==> src/rtl/mc_sequencer_pkg.sv <==
// mc_sequencer_pkg: shared state encodings, exception codes and instruction-class bit order
package mc_sequencer_pkg;

    typedef enum logic [3:0] {
        S_FETCH    = 4'd0,
        S_DECODE   = 4'd1,
        S_MEM_ADDR = 4'd2,
        S_MEM_RD   = 4'd3,
        S_MEM_WB   = 4'd4,
        S_MEM_WR   = 4'd5,
        S_EXE      = 4'd6,
        S_ALU_WB   = 4'd7,
        S_BRANCH   = 4'd8,
        S_JUMP     = 4'd9,
        S_MD_ISSUE = 4'd10,
        S_MD_MOVE  = 4'd11,
        S_INT      = 4'd12
    } state_t;

    localparam logic [4:0] EXC_INT_CODE = 5'd0;
    localparam logic [4:0] EXC_DBE_CODE = 5'd7;

    // Bit positions of the pre-decoded class vector, in dispatch priority order
    localparam int CLS_LOAD     = 0;
    localparam int CLS_STORE    = 1;
    localparam int CLS_BRANCH   = 2;
    localparam int CLS_JUMP     = 3;
    localparam int CLS_MD_START = 4;
    localparam int CLS_MD_MOVE  = 5;
    localparam int CLS_W        = 6;

endpackage

==> src/rtl/mc_sequencer_if.sv <==
// mc_sequencer_if: decoder/CP0/handshake inputs and datapath/CP0 enables of the sequencer
//   master: drives instruction class, handshakes, irq/CP0 status; observes enables
//   slave : the sequencer side
interface mc_sequencer_if #(
    parameter int NUM_IRQ = 6
);
    logic               cls_load, cls_store, cls_branch, cls_jump, cls_md_start, cls_md_move;
    logic               wb_en, is_eret;
    logic               imem_ready, dmem_ready, md_busy;
    logic [NUM_IRQ-1:0] irq, im;
    logic               ie, exl;
    logic               pc_wr, ir_wr, reg_wr, mem_rd, mem_wr, md_start, md_move;
    logic               epc_wr, exl_set, exl_clr, npc_exc;
    logic [NUM_IRQ-1:0] hw_cause;
    logic [4:0]         exc_code;
    logic [3:0]         state;

    modport master (
        output cls_load, cls_store, cls_branch, cls_jump, cls_md_start, cls_md_move,
        output wb_en, is_eret, imem_ready, dmem_ready, md_busy, irq, im, ie, exl,
        input  pc_wr, ir_wr, reg_wr, mem_rd, mem_wr, md_start, md_move,
        input  epc_wr, exl_set, exl_clr, npc_exc, hw_cause, exc_code, state
    );

    modport slave (
        input  cls_load, cls_store, cls_branch, cls_jump, cls_md_start, cls_md_move,
        input  wb_en, is_eret, imem_ready, dmem_ready, md_busy, irq, im, ie, exl,
        output pc_wr, ir_wr, reg_wr, mem_rd, mem_wr, md_start, md_move,
        output epc_wr, exl_set, exl_clr, npc_exc, hw_cause, exc_code, state
    );
endinterface

==> src/rtl/irq_prio_enc.sv <==
// irq_prio_enc: lowest-index-wins one-hot priority encoder
//   req    in  N  request vector
//   onehot out N  lowest set bit of req
//   valid  out 1  any request set
module irq_prio_enc #(
    parameter int N = 6
) (
    input  logic [N-1:0] req,
    output logic [N-1:0] onehot,
    output logic         valid
);
    // x & -x isolates the lowest set bit
    assign onehot = req & (~req + N'(1));
    assign valid  = |req;
endmodule

==> src/rtl/mc_sequencer.sv <==
// mc_sequencer: multi-cycle MIPS controller with memory timeout, mul/div interlock and interrupts
//   clk, rst_n : clock, asynchronous active-low reset
//   bus        : mc_sequencer_if.slave (class/handshake/CP0 inputs, enables, hw_cause, exc_code, state)
module mc_sequencer
    import mc_sequencer_pkg::*;
#(
    parameter int         NUM_IRQ     = 6,
    parameter int         MEM_TIMEOUT = 16,
    parameter logic [4:0] EXC_INT     = EXC_INT_CODE,
    parameter logic [4:0] EXC_DBE     = EXC_DBE_CODE
) (
    input logic           clk,
    input logic           rst_n,
    mc_sequencer_if.slave bus
);
    localparam int CW = (MEM_TIMEOUT > 1) ? $clog2(MEM_TIMEOUT) : 1;

    state_t             st;
    logic [CW-1:0]      cnt;
    logic [NUM_IRQ-1:0] cause, pend, pend_oh;
    logic [4:0]         code;
    logic [CLS_W-1:0]   cls;
    logic               pend_v, tmo, done, busy, in_int;

    assign cls = {bus.cls_md_move, bus.cls_md_start, bus.cls_jump,
                  bus.cls_branch, bus.cls_store, bus.cls_load};

    assign pend = bus.irq & bus.im & {NUM_IRQ{bus.ie & ~bus.exl}};

    irq_prio_enc #(.N(NUM_IRQ)) u_enc (.req(pend), .onehot(pend_oh), .valid(pend_v));

    assign tmo    = (MEM_TIMEOUT != 0) && (cnt == CW'(MEM_TIMEOUT - 1));
    assign busy   = bus.md_busy;
    assign in_int = st == S_INT;
    assign done   = st == S_MEM_WB || st == S_ALU_WB || st == S_BRANCH || st == S_JUMP
                 || (st == S_MEM_WR && bus.dmem_ready)
                 || ((st == S_MD_ISSUE || st == S_MD_MOVE) && !busy);

    assign bus.pc_wr    = rst_n & (done | in_int);
    assign bus.ir_wr    = rst_n & (st == S_FETCH) & bus.imem_ready;
    assign bus.reg_wr   = rst_n & (st == S_MEM_WB || st == S_ALU_WB
                                   || ((st == S_JUMP || (st == S_MD_MOVE && !busy)) && bus.wb_en));
    assign bus.mem_rd   = rst_n & (st == S_MEM_RD);
    assign bus.mem_wr   = rst_n & (st == S_MEM_WR);
    assign bus.md_start = rst_n & (st == S_MD_ISSUE) & ~busy;
    assign bus.md_move  = rst_n & (st == S_MD_MOVE) & ~busy;
    assign bus.epc_wr   = rst_n & in_int;
    assign bus.exl_set  = rst_n & in_int;
    assign bus.npc_exc  = rst_n & in_int;
    assign bus.exl_clr  = rst_n & (st == S_JUMP) & bus.is_eret;
    assign bus.hw_cause = cause;
    assign bus.exc_code = code;
    assign bus.state    = st;

    always_ff @(posedge clk or negedge rst_n) begin
        if (!rst_n) begin
            st    <= S_FETCH;
            cnt   <= '0;
            cause <= '0;
            code  <= '0;
        end else if (done) begin
            st <= pend_v ? S_INT : S_FETCH;
            if (pend_v) begin
                cause <= pend_oh;
                code  <= EXC_INT;
            end
        end else begin
            case (st)
                S_FETCH:    if (bus.imem_ready) st <= S_DECODE;
                S_DECODE:   st <= (cls[CLS_LOAD] | cls[CLS_STORE]) ? S_MEM_ADDR :
                                  cls[CLS_BRANCH]   ? S_BRANCH   :
                                  cls[CLS_JUMP]     ? S_JUMP     :
                                  cls[CLS_MD_START] ? S_MD_ISSUE :
                                  cls[CLS_MD_MOVE]  ? S_MD_MOVE  : S_EXE;
                S_MEM_ADDR: begin
                    st  <= cls[CLS_LOAD] ? S_MEM_RD : S_MEM_WR;
                    cnt <= '0;
                end
                // MEM_WR with ready is a completion and never reaches here
                S_MEM_RD, S_MEM_WR: begin
                    if (bus.dmem_ready) st <= S_MEM_WB;
                    else if (tmo) begin
                        st    <= S_INT;
                        cause <= '0;
                        code  <= EXC_DBE;
                    end else cnt <= cnt + CW'(1);
                end
                S_EXE:                 st <= S_ALU_WB;
                S_MD_ISSUE, S_MD_MOVE: st <= st;
                default:               st <= S_FETCH;
            endcase
        end
    end
endmodule
==> src/flat_wrapper.sv <==
// flat-port wrapper written by rule: the top's interface ports become plain ports
module mc_sequencer_flat import mc_sequencer_pkg::*;
#(
    parameter int         NUM_IRQ     = 6,
    parameter int         MEM_TIMEOUT = 16,
    parameter logic [4:0] EXC_INT     = EXC_INT_CODE,
    parameter logic [4:0] EXC_DBE     = EXC_DBE_CODE
)
  (clk, rst_n, bus_cls_load, bus_cls_store, bus_cls_branch, bus_cls_jump, bus_cls_md_start, bus_cls_md_move, bus_wb_en, bus_is_eret, bus_imem_ready, bus_dmem_ready, bus_md_busy, bus_irq, bus_im, bus_ie, bus_exl, bus_pc_wr, bus_ir_wr, bus_reg_wr, bus_mem_rd, bus_mem_wr, bus_md_start, bus_md_move, bus_epc_wr, bus_exl_set, bus_exl_clr, bus_npc_exc, bus_hw_cause, bus_exc_code, bus_state);
  mc_sequencer_if #(.NUM_IRQ(NUM_IRQ)) bus_i ();
  input logic clk;
  input logic rst_n;
  input wire logic [$bits(bus_i.cls_load)-1:0] bus_cls_load;
  input wire logic [$bits(bus_i.cls_store)-1:0] bus_cls_store;
  input wire logic [$bits(bus_i.cls_branch)-1:0] bus_cls_branch;
  input wire logic [$bits(bus_i.cls_jump)-1:0] bus_cls_jump;
  input wire logic [$bits(bus_i.cls_md_start)-1:0] bus_cls_md_start;
  input wire logic [$bits(bus_i.cls_md_move)-1:0] bus_cls_md_move;
  input wire logic [$bits(bus_i.wb_en)-1:0] bus_wb_en;
  input wire logic [$bits(bus_i.is_eret)-1:0] bus_is_eret;
  input wire logic [$bits(bus_i.imem_ready)-1:0] bus_imem_ready;
  input wire logic [$bits(bus_i.dmem_ready)-1:0] bus_dmem_ready;
  input wire logic [$bits(bus_i.md_busy)-1:0] bus_md_busy;
  input wire logic [$bits(bus_i.irq)-1:0] bus_irq;
  input wire logic [$bits(bus_i.im)-1:0] bus_im;
  input wire logic [$bits(bus_i.ie)-1:0] bus_ie;
  input wire logic [$bits(bus_i.exl)-1:0] bus_exl;
  output wire logic [$bits(bus_i.pc_wr)-1:0] bus_pc_wr;
  output wire logic [$bits(bus_i.ir_wr)-1:0] bus_ir_wr;
  output wire logic [$bits(bus_i.reg_wr)-1:0] bus_reg_wr;
  output wire logic [$bits(bus_i.mem_rd)-1:0] bus_mem_rd;
  output wire logic [$bits(bus_i.mem_wr)-1:0] bus_mem_wr;
  output wire logic [$bits(bus_i.md_start)-1:0] bus_md_start;
  output wire logic [$bits(bus_i.md_move)-1:0] bus_md_move;
  output wire logic [$bits(bus_i.epc_wr)-1:0] bus_epc_wr;
  output wire logic [$bits(bus_i.exl_set)-1:0] bus_exl_set;
  output wire logic [$bits(bus_i.exl_clr)-1:0] bus_exl_clr;
  output wire logic [$bits(bus_i.npc_exc)-1:0] bus_npc_exc;
  output wire logic [$bits(bus_i.hw_cause)-1:0] bus_hw_cause;
  output wire logic [$bits(bus_i.exc_code)-1:0] bus_exc_code;
  output wire logic [$bits(bus_i.state)-1:0] bus_state;
  assign bus_i.cls_load = bus_cls_load;
  assign bus_i.cls_store = bus_cls_store;
  assign bus_i.cls_branch = bus_cls_branch;
  assign bus_i.cls_jump = bus_cls_jump;
  assign bus_i.cls_md_start = bus_cls_md_start;
  assign bus_i.cls_md_move = bus_cls_md_move;
  assign bus_i.wb_en = bus_wb_en;
  assign bus_i.is_eret = bus_is_eret;
  assign bus_i.imem_ready = bus_imem_ready;
  assign bus_i.dmem_ready = bus_dmem_ready;
  assign bus_i.md_busy = bus_md_busy;
  assign bus_i.irq = bus_irq;
  assign bus_i.im = bus_im;
  assign bus_i.ie = bus_ie;
  assign bus_i.exl = bus_exl;
  assign bus_pc_wr = bus_i.pc_wr;
  assign bus_ir_wr = bus_i.ir_wr;
  assign bus_reg_wr = bus_i.reg_wr;
  assign bus_mem_rd = bus_i.mem_rd;
  assign bus_mem_wr = bus_i.mem_wr;
  assign bus_md_start = bus_i.md_start;
  assign bus_md_move = bus_i.md_move;
  assign bus_epc_wr = bus_i.epc_wr;
  assign bus_exl_set = bus_i.exl_set;
  assign bus_exl_clr = bus_i.exl_clr;
  assign bus_npc_exc = bus_i.npc_exc;
  assign bus_hw_cause = bus_i.hw_cause;
  assign bus_exc_code = bus_i.exc_code;
  assign bus_state = bus_i.state;
  mc_sequencer #(.NUM_IRQ(NUM_IRQ), .MEM_TIMEOUT(MEM_TIMEOUT), .EXC_INT(EXC_INT), .EXC_DBE(EXC_DBE)) u_core (.clk(clk), .rst_n(rst_n), .bus(bus_i));
endmodule
==> config.mk <==
export PLATFORM = sky130hd
export DESIGN_NAME = mc_sequencer_flat
export DESIGN_NICKNAME = d
export VERILOG_FILES = /design/src/rtl/mc_sequencer_pkg.sv /design/src/rtl/mc_sequencer_if.sv /design/src/rtl/irq_prio_enc.sv /design/src/rtl/mc_sequencer.sv /design/src/flat_wrapper.sv
export SDC_FILE = /design/constraint.sdc
export NUM_CORES = 1
export LEC_CHECK = 0
export CAP_MARGIN = 30
export CORE_MARGIN = 4
export CORE_UTILIZATION = 40
export CTS_CLUSTER_SIZE = 25
export DETAILED_ROUTE_END_ITERATION = 8
export DONT_BUFFER_PORTS = 1
export PLACE_DENSITY_LB_ADDON = 0.1
export RECOVER_POWER = 100
export SLEW_MARGIN = 20
export SYNTH_ARGS = -nofsm -noshare
export SYNTH_HDL_FRONTEND = slang
export SYNTH_SLANG_ARGS = --single-unit
==> constraint.sdc <==
create_clock -name clk -period 1.66 [get_ports clk]
set_input_delay 0.166 -clock clk [delete_from_list [all_inputs] [get_ports clk]]
set_output_delay 0.166 -clock clk [all_outputs]
set_load 0.01 [all_outputs]
# == After elaboration in Yosys (flattened, before gate mapping) ==
# Cells that the tools add are included.
# classes
mux,25
n_bitwise,23
n_reduce_logical,23
eq_ne,20
add_sub_neg,2
# op_table
cell,n
two-way mux 4 bit,12
two-way mux 6 bit,5
two-way mux 5 bit,5
"== test 4 bit, second input constant",6
case mux 4 bit (6 select lines),1
AND 6 bit,3
"== test 4 x 3 -> 1 bit, second input constant",4
AND 1 bit,14
"== test 4 x 2 -> 1 bit, second input constant",2
logical OR 1 bit,8
case mux 4 bit (2 select lines),1
AND reduction 4 bit,2
"adder 6 x 1 -> 6 bit, second input constant",1
"!= test 2 x 1 -> 1 bit, second input constant",3
inverter 6 bit,1
nonzero test 2 bit,3
OR reduction 6 bit,1
"adder 4 x 1 -> 4 bit, second input constant",1
"== test 4 x 1 -> 1 bit, second input constant",1
logical AND 1 bit,4
zero test 4 bit,1
"!= test 2 bit, second input constant",2
"!= test 4 x 2 -> 1 bit, second input constant",1
OR reduction 2 bit,2
6 further kinds,9
# word_totals
inputBits,27
word_cells,97
register_bits,19
output_inout_bits,26

# == Longest topological paths before layout ==
# Gate-level depths: netlist of the first run.
# depth
depth_word,8
depth_mapped,6
ltp_nobuf,6

# == Hierarchy ==
# Synthesis of the first run repeated with hierarchy kept, for this count alone.
# hier_totals
hier_cells,146
area_unflattened_um2,1255.0
# modules_own_cells
mod,cells_per_inst,area_per_inst_um2,seq_area_each_um2,instances
mc_sequencer,137,1192.4,375.4,1
irq_prio_enc,9,62.6,0.0,1

# == Worst setup path before layout of the first run ==
# OpenSTA, ideal clock, no wires.
# synth_path
path_kind,register -> output
start,"reg u_core.st[2], in the netlist u_core.bus.state[2]"
end,out bus_exl_set
path_stages_with_launch,6
t_required_ps,1494
path_slack_ps,-247
t_arrival_ps,1741
path_cell_list,dfrtp_1 buf_4 clkbuf_1 nand2_1 nor4_1 buf_4
# synth_via
elab_chain_len,2
# synth_lines
element,line_no,text
start: declaration,mc_sequencer.sv:18,state_t st;
start signal: assignment,mc_sequencer.sv:62,st <= pend_v ? S_INT : S_FETCH;
start signal: assignment,mc_sequencer.sv:70,S_DECODE: st <= (cls[CLS_LOAD] | cls[CLS_STORE]) ? S_MEM_ADDR :
start signal: assignment,mc_sequencer.sv:76,st <= cls[CLS_LOAD] ? S_MEM_RD : S_MEM_WR;
== test 4 bit,mc_sequencer.sv:34,assign in_int = st == S_INT;
AND 1 bit,-,
end: declaration,flat_wrapper.sv:36,output wire logic [$bits(bus_i.exl_set)-1:0] bus_exl_set;
# No other way between the ends.

# == Worst setup path after layout of the first run ==
# layout_path
start,"reg u_core.st[2], in the netlist u_core.bus.state[2]"
end,"reg u_core.st[0], in the netlist u_core.bus.state[0]"
# layout_via
elab_chain_len,8
word_cells_on_any_way,28
cone_classes,eq/ne (14); mux (2); reduce/logical (12)
# layout_lines
element,line_no,text
== test 4 x 3 -> 1 bit,mc_sequencer.sv:35,assign done = st == S_MEM_WB || st == S_ALU_WB || st == S_BRANCH || st == S_JUMP
logical OR 1 bit (3 in series),mc_sequencer.sv:35,
logical OR 1 bit,mc_sequencer.sv:36,|| (st == S_MEM_WR && bus.dmem_ready)
logical OR 1 bit,mc_sequencer.sv:37,|| ((st == S_MD_ISSUE || st == S_MD_MOVE) && !busy);
"!= test 4 x 2 -> 1 bit (no source line), or another cell as far along",-,
AND reduction 3 bit (no source line),-,
# Parallel ways exist; a longest one is shown, timed or not.
# A chain may end at the register's enable or synchronous reset.

==> impl_metrics.json, run 1 <==
{
  "status": "finished clean",
  "cp-end-kind": "register",
  "arrival_ns": 1.87,
  "via_count": 1114,
  "drive_gt1_share_pct": 42.9,
  "cpPeakStageDelay_ns": 0.51,
  "hpwl_um": 2340,
  "io_pins": 53,
  "netlist_instances": 137,
  "combPwrFrac_pct": 66.2,
  "clk_pin_slew_ns": 0.10,
  "switching_share_pct": 44.2,
  "synth_warnings": 0,
  "port_buffers": 0,
  "mostFrequentLayoutCells": "buf_4, nand2_1, nor2_1, dfrtp_1, buf_6",
  "power.switching_mw": 1.13,
  "drc": 0,
  "yosysUniqueCellTypes": 44,
  "start_util_pct": 41.7,
  "finalCritPeriodShare_pct": 99.8,
  "die_area_um2": 3800,
  "cts-root-buf": "clkbuf_4",
  "core_area_um2": 2760,
  "p_int_mw": 1.42,
  "ant_nets": 0,
  "yosys.area_share.adder_pct": 1.09,
  "synthArstFlopShare_pct": 100,
  "slew_violations": 0,
  "crit_chain": "buf_4 -> nor2_4 -> or4b_4 -> nor3_2 -> nor2_1 -> o2bb2ai_1",
  "wl_um": 3280,
  "rsz0062_at_grt": "yes",
  "synthMuxAreaShare_pct": 0,
  "grt_pass1_vias": 1071,
  "cts_max_level": 1,
  "area_growth_pct": 38.7,
  "overflow": 0,
  "max_freq_mhz": 604,
  "drtPass1Iterations": 4,
  "vias_per_cell": 5.60,
  "hold_slack_ns": 0.0170,
  "hp-class": "in2reg",
  "syn_area_um2": 1150,
  "wl_per_cell_um": 16.5,
  "pwr-share-clk_pct": 8.5,
  "p_leak_nw": 0.702,
  "fin_crit_ns": 1.66,
  "path_max_fanout": 4,
  "start_kind": "register",
  "power.total_mw": 2.55,
  "cts_buffer_depth": 2,
  "slowest_stage": "or4b_4",
  "synth-edff-count": 0,
  "synth_flop_cell": "dfrtp_1",
  "die_height_um": 61.6,
  "die_w_um": 61.6,
  "hold_violations": 0,
  "crit_buf_inv": 1,
  "n_antenna_cell": 0,
  "antenna_found_initial": 0,
  "maxSlewHeadroom_pct": 51.1,
  "drv_cap": 0,
  "required_ns": 1.87,
  "gp_congestion": 0.798,
  "pwr-share-seq_pct": 25.4,
  "drt-initial-drc-count": 38,
  "peakVddDrop_uv": 1020,
  "setup.worst_path.class": "reg2reg",
  "ys_seq_area_share_pct": 32.6,
  "finClkSkew_ns": 0.00381,
  "grt_pass1_wl_um": 5030,
  "avgSynthCellArea_um2": 8.40,
  "synthXorXnorAreaFrac_pct": 2.93,
  "grt_max_degree": 16,
  "dp_cells": 184,
  "fin_nets": 197,
  "clkSinkCount": 15,
  "cts_tree": "done",
  "final_cells": 199,
  "grt_util_all_layers_pct": 17.5,
  "synth_top_family_by_area": "simple AND/OR/NAND/NOR gates",
  "clock_latency_ns": 0.28,
  "ys_ff_latch": 15,
  "rows": 19,
  "setup_viol": 0,
  "powerDensity_nw_per_um2": 1600,
  "final_common_cell": "buf_4",
  "synth_compound_area_share_pct": 20.1,
  "path_delay_family": "simple AND/OR/NAND/NOR gates",
  "synth-simple-area-share_pct": 34.7,
  "cts_buffers": 3,
  "tightest_slew_ns": 0.731
}
-- area by class of cell --
class                           instances  area [µm²]
Tap cell                               31        38.8
Sequential cell                        15         380
Multi-Input combinational cell        108         821
Fill cell                             239        1160
Timing Repair Buffer                   37         314
Clock inverter                          1        5.00
Inverter                                4        15.0
Clock buffer                            3        22.5
-- layer usage --
metal | vias up | global-route usage [%] | wire length (µm)
met1 | 521 | 23.6 | 1350
met2 | 42 | 29.1 | 1680
met4 | 0 | 2.73 | 13
met3 | 2 | 3.98 | 236
met5 | - | 0 | 0
li1 | 549 | - | -
-- logic make-up after synthesis --
family	Yosys count
AND/OR/NAND/NOR	73
AO/OA/AOI/OAI	29
buffers and inverters	15
flip-flops	15
XOR/XNOR	3
adder cells (fa/ha/maj)	1
other	1
-- cells in the mapped netlist, drive strengths merged (3+ instances only) --
cell type,count,area [µm²]
nor3,7,40.0
o21ai,3,15.0
dfrtp,15,375
nand4,3,18.8
nor2b,4,25.0
nand3,7,35.0
buf,10,76.3
nand2b,5,38.8
a21oi,8,47.6
nand2,21,78.8
nor2,15,61.3
o2bb2ai,5,43.8
inv,3,11.3
nor4,4,25.0
-- power by group through the flow --
stage                     combinational [mW]  clock [mW]  sequential (mW)
after floorplan                        0.820           0            0.639
after global placement                  1.22           0            0.667
after detailed placement                1.22           0            0.668
after CTS                               1.44       0.221            0.640
after global routing                    1.81       0.241            0.664
final                                   1.69       0.217            0.647
-- worst reg2reg max path, stage by stage (launching register included) --
cell and delay, ns:
dfrtp_2 0.44, buf_4 0.17, nor2_4 0.09, or4b_4 0.51, nor3_2 0.18, nor2_1 0.07
o2bb2ai_1 0.12
-- sequential cells by signal (all words and copies together), names as in the netlist --
signal	count
u_core.bus.exc_code	1
u_core.bus.state	4
u_core.cnt	4
u_core.bus.hw_cause	6
-- through the flow --
stage / instance area [µm²] / setup WS [ns] / utilization (%) / setup TNS [ns]
global placement: 1320 / 0.00727 / 48.0 / 0
global route: 1600 / -0.0609 / 57.9 / -0.288
finish: 1600 / 0.00371 / 57.9 / 0
floorplan: 1170 / 0.0521 / - / 0
CTS: 1470 / -0.0145 / 53.1 / -0.0179
detailed placement: 1320 / 0.0237 / 48.0 / 0
-- final timing paths --
kind | from | end | slack, ns | depth (start not counted)
max reg2reg | u_core.bus.state[2] | u_core.bus.state[0] | 0.004 | 6
min | bus_im[3] | u_core.bus.hw_cause[3] | 0.02 | 2
max in group asynchronous | rst_n | u_core.bus.state[3] | 0.78 | 1
min reg2reg | u_core.bus.hw_cause[4] | u_core.bus.hw_cause[4] | 0.56 | 1
max | u_core.bus.state[2] | u_core.bus.state[0] | 0.004 | 6
min in group asynchronous | rst_n | u_core.cnt[1] | 0.37 | 1
-- repair_timing --
action | in CTS | in global routing
endpoints found under the setup margin | 6 | 23
buffers inserted | 7 | 4
endpoints found under the hold margin | 15 | 0
resized for setup | 13 | 25
hold buffers | 1 | 0
pin swaps | 8 | 12
(Power assumes the default switching activity.)
==> inputs of run 2 (changes only) <==
CORE_MARGIN = not set   (was 4)
SETUP_SLACK_MARGIN = 0.5   (was not set)
==> impl_metrics.json, run 2 (synthesis results as in run 1) <==
{
  "status": "finished, violations left",
  "failed_checks": "negative setup slack",
  "cpPeakStageDelay_ns": 0.52,
  "wl_um": 3800,
  "finish.utilization_pct": 70.7,
  "start_kind": "register",
  "cp-end-kind": "register",
  "rows": 19,
  "antenna_found_initial": 0,
  "port_buffers": 0,
  "mostFrequentLayoutCells": "buf_4, buf_6, dfrtp_1",
  "rsz0062_at_grt": "yes",
  "cts_buffer_depth": 2,
  "cts_max_level": 1,
  "hp-class": "in2reg",
  "drive_gt1_share_pct": 57.8,
  "die_w_um": 55.6,
  "die_area_um2": 3100,
  "setup.worst_path.class": "reg2reg",
  "start_util_pct": 42.1,
  "drc": 0,
  "grt_pass1_vias": 1258,
  "drt-initial-drc-count": 49,
  "vias_per_cell": 5.81,
  "finalCritPeriodShare_pct": 104,
  "tightest_slew_ns": 0.705,
  "wl_per_cell_um": 17.6,
  "overflow": 0,
  "fin_nets": 214,
  "setup_viol": 9,
  "path_delay_family": "simple AND/OR/NAND/NOR gates",
  "clock_latency_ns": 0.29,
  "hold_slack_ns": 0.0195,
  "peakVddDrop_uv": 1140,
  "arrival_ns": 1.89,
  "hpwl_um": 2330,
  "setup_ws_ns": -0.0671,
  "finClkSkew_ns": 0.00362,
  "die_height_um": 55.6,
  "cts_tree": "done",
  "path_max_fanout": 5,
  "required_ns": 1.82,
  "fin_crit_ns": 1.73,
  "final_cells": 216,
  "drtPass1Iterations": 4,
  "cts_buffers": 3,
  "slowest_stage": "or4_4",
  "area_growth_pct": 67.9,
  "clkSinkCount": 15,
  "via_count": 1254,
  "final_common_cell": "buf_4",
  "grt_max_degree": 16,
  "grt_util_all_layers_pct": 24.9,
  "largest_reg_flops": 6,
  "slew_violations": 0,
  "cts-root-buf": "clkbuf_4",
  "dp_cells": 181,
  "final.fill_count": 205,
  "ant_nets": 0,
  "maxSlewHeadroom_pct": 52.9,
  "p_leak_nw": 0.852,
  "crit_buf_inv": 1,
  "powerDensity_nw_per_um2": 1660,
  "io_pins": 53,
  "max_freq_mhz": 579,
  "grt_pass1_wl_um": 5980,
  "hold_violations": 0,
  "core_area_um2": 2730,
  "drv_cap": 0,
  "timing.setup.tns_ns": -0.268,
  "n_antenna_cell": 0,
  "clk_pin_slew_ns": 0.10,
  "gp_congestion": 0.781,
  "crit_chain": "buf_6 -> or4_4 -> a21oi_4 -> o211ai_1 -> nor2_1 -> a31oi_1"
}
[run 2: cell count changes in the layout (fill, tap and decap cells not counted), sizes merged]
cell | previous run | this run
buf | 36 | 53
[run 2: final timing paths]
path | start | end | slack [ns] | cells after the start
min | bus_im[3] | u_core.bus.hw_cause[3] | 0.02 | 2
min reg2reg | u_core.bus.hw_cause[4] | u_core.bus.hw_cause[4] | 0.56 | 1
max | u_core.bus.state[1] | u_core.bus.state[2] | -0.07 | 6
min in group asynchronous | rst_n | u_core.cnt[1] | 0.36 | 1
max in group asynchronous | rst_n | u_core.bus.state[1] | 0.81 | 1
max reg2reg | u_core.bus.state[1] | u_core.bus.state[2] | -0.07 | 6
[run 2: per-layer routing]
| layer | part of all wire [%] | up-vias | GRT usage [%] |
|---|---|---|---|
| met4 | 1.5 | 0 | 6.79 |
| met3 | 5.0 | 6 | 5.35 |
| met1 | 38 | 610 | 28.4 |
| met5 | 0 | - | 0 |
| met2 | 55 | 49 | 46.3 |
| li1 | - | 589 | - |
[run 2: per-stage QoR]
stage,total power [mW],area [µm²],setup WS [ns]
after floorplan,1.61,1270,0.0624
after global placement,2.00,1400,0.0296
after detailed placement,2.02,1400,-0.0261
after CTS,2.87,1790,-0.0736
after global routing,3.40,1930,-0.110
final,3.21,1930,-0.0671
[run 2: timing repair]
item,CTS,global route
endpoints found under the setup margin,28,29
hold endpoints to repair,15,0
hold buffers,1,0
pin swaps,20,20
gates resized for setup,52,18
buffers inserted,20,10
[run 2: final cells by class]
type / instances / area, µm² / share of cell area [%]
clock buffer: 3 / 22.5 / 1.17
clock inverter: 1 / 5.00 / 0.259
inverter: 4 / 22.5 / 1.17
multi-input combinational: 108 / 943 / 48.8
sequential: 15 / 379 / 19.6
tap: 31 / 38.8 / 2.01
timing repair buffer: 54 / 522 / 27.0
[run 2: report_power, final]
group	total, mW	internal [mW]	switching, mW	leakage (nW)
sequential	0.646	0.495	0.151	0.196
combinational	2.34	1.25	1.09	0.639
clock	0.222	0.0896	0.132	0.0177
[run 2: worst reg2reg max path, cell delays in order, from the launching register on]
cell      delay [ns]
dfrtp_2         0.45
buf_6           0.14
or4_4           0.52
a21oi_4         0.16
o211ai_1        0.15
nor2_1          0.12
a31oi_1         0.05
==> inputs of run 3 (changes only) <==
SLEW_MARGIN = not set   (was 20)
==> results of run 3 <==
Final layout, timing and power as in run 2 (identical DEF).
